**config.mk**
```make
export PLATFORM = sky130hd
export DESIGN_NAME = mem_access_ctrl
export DESIGN_NICKNAME = d
export VERILOG_FILES = /design/src/rtl/mem_pkg.sv /design/src/rtl/mem_access_ctrl_rsp_fifo.sv /design/src/rtl/mem_access_ctrl.sv
export SDC_FILE = /design/constraint.sdc
export NUM_CORES = 1
export LEC_CHECK = 0
export BUFFER_PORTS_ARGS = -buffer_cell sky130_fd_sc_hd__buf_4
export CORE_MARGIN = 3
export CORE_UTILIZATION = 58
export DETAILED_ROUTE_END_ITERATION = 7
export HOLD_SLACK_MARGIN = 0.15
export PLACE_DENSITY = 0.86
export SYNTH_ARGS = -nofsm -noshare
export SYNTH_HDL_FRONTEND = slang
export SYNTH_SLANG_ARGS = --single-unit
```
**constraint.sdc**
```tcl
create_clock -name clk -period 5.6 [get_ports clk]
set_clock_uncertainty 0.15 [all_clocks]
set_input_delay 0 -clock clk [delete_from_list [all_inputs] [get_ports clk]]
set_output_delay 0 -clock clk [all_outputs]
set_load 0.01 [all_outputs]
```
**src/rtl/mem_pkg.sv**
```systemverilog
// Shared types and lane helpers for the RAM request/load path.
// Size encodings, response entry, store lane steering and load alignment/extension.
package mem_pkg;

  localparam logic [1:0] SZ_BYTE = 2'd0;
  localparam logic [1:0] SZ_HALF = 2'd1;
  localparam logic [1:0] SZ_WORD = 2'd2;

  typedef struct packed {
    logic [31:0] rdata;
    logic        err;
  } rsp_t;

  function automatic logic req_err(input logic [1:0] size, input logic [1:0] off);
    return (size == 2'd3) | ((size == SZ_HALF) & off[0]) | ((size == SZ_WORD) & (off != 2'd0));
  endfunction

  function automatic logic [3:0] store_we(input logic [1:0] size, input logic [1:0] off);
    logic [3:0] we;
    case (size)
      SZ_BYTE: we = 4'b0001 << off;
      SZ_HALF: we = off[1] ? 4'b1100 : 4'b0011;
      default: we = 4'b1111;
    endcase
    return we;
  endfunction

  function automatic logic [31:0] store_din(input logic [1:0] size, input logic [31:0] wdata);
    logic [31:0] din;
    case (size)
      SZ_BYTE: din = {4{wdata[7:0]}};
      SZ_HALF: din = {2{wdata[15:0]}};
      default: din = wdata;
    endcase
    return din;
  endfunction

  // Right-justifies the addressed lane, zero-filled above it.
  function automatic logic [31:0] lane_select(input logic [31:0] dout, input logic [1:0] size,
                                              input logic [1:0] off);
    logic [31:0] r;
    case (size)
      SZ_BYTE: r = {24'd0, dout[{off, 3'b000} +: 8]};
      SZ_HALF: r = {16'd0, dout[{off[1], 4'b0000} +: 16]};
      default: r = dout;
    endcase
    return r;
  endfunction

  function automatic logic [31:0] extend(input logic [31:0] raw, input logic [1:0] size,
                                         input logic sgn);
    logic [31:0] r;
    case (size)
      SZ_BYTE: r = {{24{sgn & raw[7]}}, raw[7:0]};
      SZ_HALF: r = {{16{sgn & raw[15]}}, raw[15:0]};
      default: r = raw;
    endcase
    return r;
  endfunction

endpackage

```
**src/rtl/mem_access_ctrl_rsp_fifo.sv**
```systemverilog
// Response buffer: DEPTH-entry synchronous FIFO with occupancy count.
// Push and pop may coincide; the head reads as zero while empty.
module rsp_fifo
  import mem_pkg::*;
#(
  parameter int DEPTH = 4,
  localparam int CW = $clog2(DEPTH + 1)
) (
  input  logic          clk,
  input  logic          rst,
  input  logic          push_i,
  input  rsp_t          push_dat_i,
  input  logic          pop_i,
  output rsp_t          head_o,
  output logic          vld_o,
  output logic [CW-1:0] count_o
);

  localparam int PW = (DEPTH > 1) ? $clog2(DEPTH) : 1;

  rsp_t          mem_q [DEPTH];
  logic [PW-1:0] wr_ptr_q, rd_ptr_q;
  logic [CW-1:0] count_q;
  logic          do_pop;

  function automatic logic [PW-1:0] ptr_inc(input logic [PW-1:0] p);
    return (p == PW'(DEPTH - 1)) ? '0 : p + 1'b1;
  endfunction

  assign vld_o   = (count_q != '0);
  assign do_pop  = pop_i & vld_o;
  assign count_o = count_q;
  assign head_o  = vld_o ? mem_q[rd_ptr_q] : '0;

  always_ff @(posedge clk or posedge rst) begin
    if (rst) begin
      wr_ptr_q <= '0;
      rd_ptr_q <= '0;
      count_q  <= '0;
    end else begin
      if (push_i) wr_ptr_q <= ptr_inc(wr_ptr_q);
      if (do_pop) rd_ptr_q <= ptr_inc(rd_ptr_q);
      count_q <= count_q + CW'(push_i) - CW'(do_pop);
    end
  end

  // Storage needs no reset: the head is masked until an entry is written.
  always_ff @(posedge clk) begin
    if (push_i) mem_q[wr_ptr_q] <= push_dat_i;
  end

endmodule

```
**src/rtl/mem_access_ctrl.sv**
```systemverilog
// Load/store front end for a single-port byte-enabled RAM: lane steering, one-cycle
// read absorption, load alignment/extension and a credit-limited in-order response buffer.
module mem_access_ctrl
  import mem_pkg::*;
#(
  parameter int AW    = 12,
  parameter int DEPTH = 4
) (
  input  logic          clk,
  input  logic          rst,
  input  logic          req_valid,
  output logic          req_ready,
  input  logic          req_write,
  input  logic [1:0]    req_size,
  input  logic          req_signed,
  input  logic [AW+1:0] req_addr,
  input  logic [31:0]   req_wdata,
  output logic          rsp_valid,
  input  logic          rsp_ready,
  output logic [31:0]   rsp_rdata,
  output logic          rsp_err,
  output logic          ram_en,
  output logic [AW-1:0] ram_addr,
  output logic [31:0]   ram_din,
  output logic [3:0]    ram_we,
  input  logic [31:0]   ram_dout
);

  localparam int CW = $clog2(DEPTH + 1);
  localparam logic [CW:0] DEPTH_L = (CW + 1)'(DEPTH);

  typedef struct packed {
    logic       vld;
    logic       wr;
    logic [1:0] size;
    logic       sgn;
    logic [1:0] off;
    logic       err;
  } s1_t;

  s1_t         s1_q, s1_d;
  logic [1:0]  off;
  logic        err, accept;
  logic [CW-1:0] fifo_count;
  logic [CW:0] credit_used;
  rsp_t        push_dat, head;

  assign off    = req_addr[1:0];
  assign err    = req_err(req_size, off);
  assign accept = req_valid & req_ready;

  // Stage 1 holds a credit too, so an in-flight read always finds a free FIFO slot.
  assign credit_used = {{CW{1'b0}}, s1_q.vld} + {1'b0, fifo_count};
  assign req_ready   = ~rst & (credit_used < DEPTH_L);

  assign ram_en   = accept & ~err;
  assign ram_addr = req_addr[AW+1:2];
  assign ram_din  = store_din(req_size, req_wdata);
  assign ram_we   = (ram_en & req_write) ? store_we(req_size, off) : 4'b0000;

  always_comb begin
    s1_d = '0;
    if (accept) begin
      s1_d.vld  = 1'b1;
      s1_d.wr   = req_write;
      s1_d.size = req_size;
      s1_d.sgn  = req_signed;
      s1_d.off  = off;
      s1_d.err  = err;
    end
  end

  always_ff @(posedge clk or posedge rst) begin
    if (rst) s1_q <= '0;
    else     s1_q <= s1_d;
  end

  always_comb begin
    push_dat     = '0;
    push_dat.err = s1_q.err;
    if (!s1_q.wr && !s1_q.err)
      push_dat.rdata = extend(lane_select(ram_dout, s1_q.size, s1_q.off), s1_q.size, s1_q.sgn);
  end

  rsp_fifo #(.DEPTH(DEPTH)) u_rsp_fifo (
    .clk       (clk),
    .rst       (rst),
    .push_i    (s1_q.vld),
    .push_dat_i(push_dat),
    .pop_i     (rsp_ready),
    .head_o    (head),
    .vld_o     (rsp_valid),
    .count_o   (fifo_count)
  );

  assign rsp_rdata = head.rdata;
  assign rsp_err   = head.err;

endmodule

```
==> out/metrics.cfg <==
[grt]
use_met2 = 0.503
grt_start_max_net_pins = 37
grt_usage = 0.286
antenna_found_initial = 0
busiest_layer = met2
grt_pass1_wl_um = 28500
grt_overflow = 0
use_met3 = 0.0642
grt_pass1_vias = 5366
grt_use_met1 = 0.339

[synth]
ys_ff_latch = 147
syn-num-nets = 574
syn_area_um2 = 6980
ys_async_sr_fraction = 0.102
synth_top_area_frac = 0.568
avgSynthCellArea_um2 = 14.6
synth_top_area_cell = edfxtp_1
yosysWarnings = 0
synth_most_common_cell = edfxtp_1
synth_commonest_cells = edfxtp_1, and2_1, nand2_1
yosysSeqAreaShare = 0.621
synth_edf_count = 132
synth-main-ff-cell = edfxtp_1
synth_cells = 479
synth_cell_types = 45
synthTopCellsByArea = edfxtp_1, mux4_2, dfrtp_1, and2_1, mux2_2

[worst_setup_path]
critPathMaxStageDelay_ns = 1.05
startpoint_type = flip-flop
required_ns = 5.70
crit_type = flip-flop to flip-flop
cp_max_fo = 33
crit_chain = nor3b_2, a21oi_1, o311ai_1, a221oi_1, dlygate4sd3_1
critPathTopFamily = flip-flops
cp_slowest_cell = dfrtp_1
critPathBufInv = 1
crit_path_end_kind = flip-flop
cp.arrival_ns = 3.35

[floorplan]
fp.dieW_um = 116
fp-row-count = 39
core_area_um2 = 11600
start_util = 0.601
dieHeight_um = 116
io_pins = 170
die-area_um2 = 13400

[sta]
period_minus_slack_ns = 3.26
slew_viol_final = 0
tns_ns = 0
finalHoldViolCount = 0
min_period_over_period = 0.582
rsz0062_at_grt = false
relSlewSlack = 0.289
setup_violations = 0
tightest_slew_ns = 1.05
max_freq_ghz = 0.307

[route]
wire_per_inst_um = 22.3
wirelength_um = 18300
vias = 5031
drc = 0
drt-pass1-iter-count = 6
drt_iter0_drc = 715
final_antenna_net_count = 0
avgViaCountPerCell = 6.11

[placed_design]
dp.final_hpwl_um = 11000
gp_congestion = 0.882
io_buffer_count = 145

[status]
status = completed

[clocking]
cts_tree = done
clock_latency_ns = 0.42
cts.sinks = 147
cts_root_buf = clkbuf_16
ctsHoldBuffers = 69
clk_path_buf_depth = 2
h-tree-depth = 4
numCtsBuffers = 17
cts_setup_buffers = 0
cts-resized-gates = 0
path_clk_slew_ns = 0.06

[final_layout]
area_growth_syn_to_layout_pct = 33.3
fin_nets = 760
drive_above_1_share = 0.348
final_core_util = 0.802

[min_path]
hold_path_class = input pin to output port

[power]
power.density_nw_per_um2 = 433
peakVddDrop_mv = 0.225
power_leakage_nw = 3.62

[flow_run]
drv_cap = 0

-- registers in the layout (all words and copies together) (netlist names) --
register,count
u_rsp_fifo.mem_q,132
s1_q,7
u_rsp_fifo.count_o,3
u_rsp_fifo.rd_ptr_q,2
u_rsp_fifo.wr_ptr_q,2
push_dat,1
-- routing by layer --
metal | wire (µm) | part of all wire | vias up
li1 | - | - | 2178
met1 | 6550 | 0.36 | 2454
met2 | 9570 | 0.52 | 334
met3 | 1530 | 0.083 | 65
met4 | 681 | 0.037 | 0
met5 | 0 | 0 | -
-- worst register-to-register path, cell delays in order (launching register included) --
cell           delay (ns)
dfrtp_1              1.05
nor3b_2              0.26
a21oi_1              0.25
o311ai_1             0.32
a221oi_1             0.36
dlygate4sd3_1        0.70
-- layout by cell type (no fill, tap or decap), types with 17 or more instances in the layout --
| master | netlist | routed |
|---|---|---|
| buf_4 | 21 | 150 |
| edfxtp_1 | 132 | 132 |
| dlygate4sd3_1 | 0 | 69 |
| and2_1 | 43 | 43 |
| nand2_1 | 34 | 34 |
| mux4_2 | 33 | 33 |
| o21ai_0 | 22 | 22 |
| a21oi_1 | 22 | 22 |
| inv_1 | 20 | 20 |
| mux2_2 | 17 | 17 |
| clkbuf_16 | 0 | 17 |
-- stage by stage --
step / setup WS (ns) / instances / hold slack, ns / cell area (µm²) / total power [mW]
floorplan: 3.25 / 479 / -0.249 / 6980 / 2.29
global placement: 2.75 / 720 / -0.150 / 8000 / 2.76
global route: 2.17 / 821 / 0.173 / 9310 / 4.22
finish: 2.34 / 823 / 0.157 / 9310 / 4.03
detailed placement: 2.61 / 720 / -0.150 / 8000 / 2.82
CTS: 2.49 / 821 / 0.160 / 9310 / 4.04
-- report_power, final --
| group | internal, mW | switching, mW |
|---|---|---|
| registers | 1.37 | 0.122 |
| clock network | 0.743 | 0.435 |
| logic | 0.714 | 0.645 |
-- path summary, 6_finish.rpt --
| check | startpoint | to | slack [ns] | cells past startpoint |
|---|---|---|---|---|
| worst max-delay path | s1_q[5] | u_rsp_fifo.mem_q[0][12] | 2.34 | 5 |
| worst min-delay path | req_wdata[25] | ram_din[25] | 0.16 | 4 |
| worst max register to register | s1_q[5] | u_rsp_fifo.mem_q[0][12] | 2.34 | 5 |
| worst min register to register | push_dat[0] | u_rsp_fifo.mem_q[2][0] | 0.37 | 0 |
| max in group asynchronous | rst | u_rsp_fifo.rd_ptr_q[0] | 4.25 | 4 |
| min in group asynchronous | rst | s1_q[5] | 0.65 | 4 |
-- logic make-up (layout without fill, tap and decap cells) --
kind of cell | Yosys count | in the layout | synth area share
compound gates | 76 | 76 | 0.0715
xor+xnor | 2 | 2 | 0.00251
fa+ha+maj | 9 | 9 | 0.0172
buf+inv | 72 | 271 | 0.0527
flops | 147 | 147 | 0.621
mux | 60 | 60 | 0.149
other cells | 0 | 2 | 0
simple gates | 113 | 113 | 0.0860
-- area by class of cell --
class / instances / area (µm²)
clock inverters: 14 / 188
flip-flops and latches: 147 / 4340
inverters: 20 / 75.1
multi-input cells: 260 / 2280
clock buffers: 18 / 429
repair buffers: 219 / 1820
diodes: 2 / 5.00
well taps: 143 / 179
fillers: 595 / 2300
No activity file was read; power rests on OpenSTA's default activity.
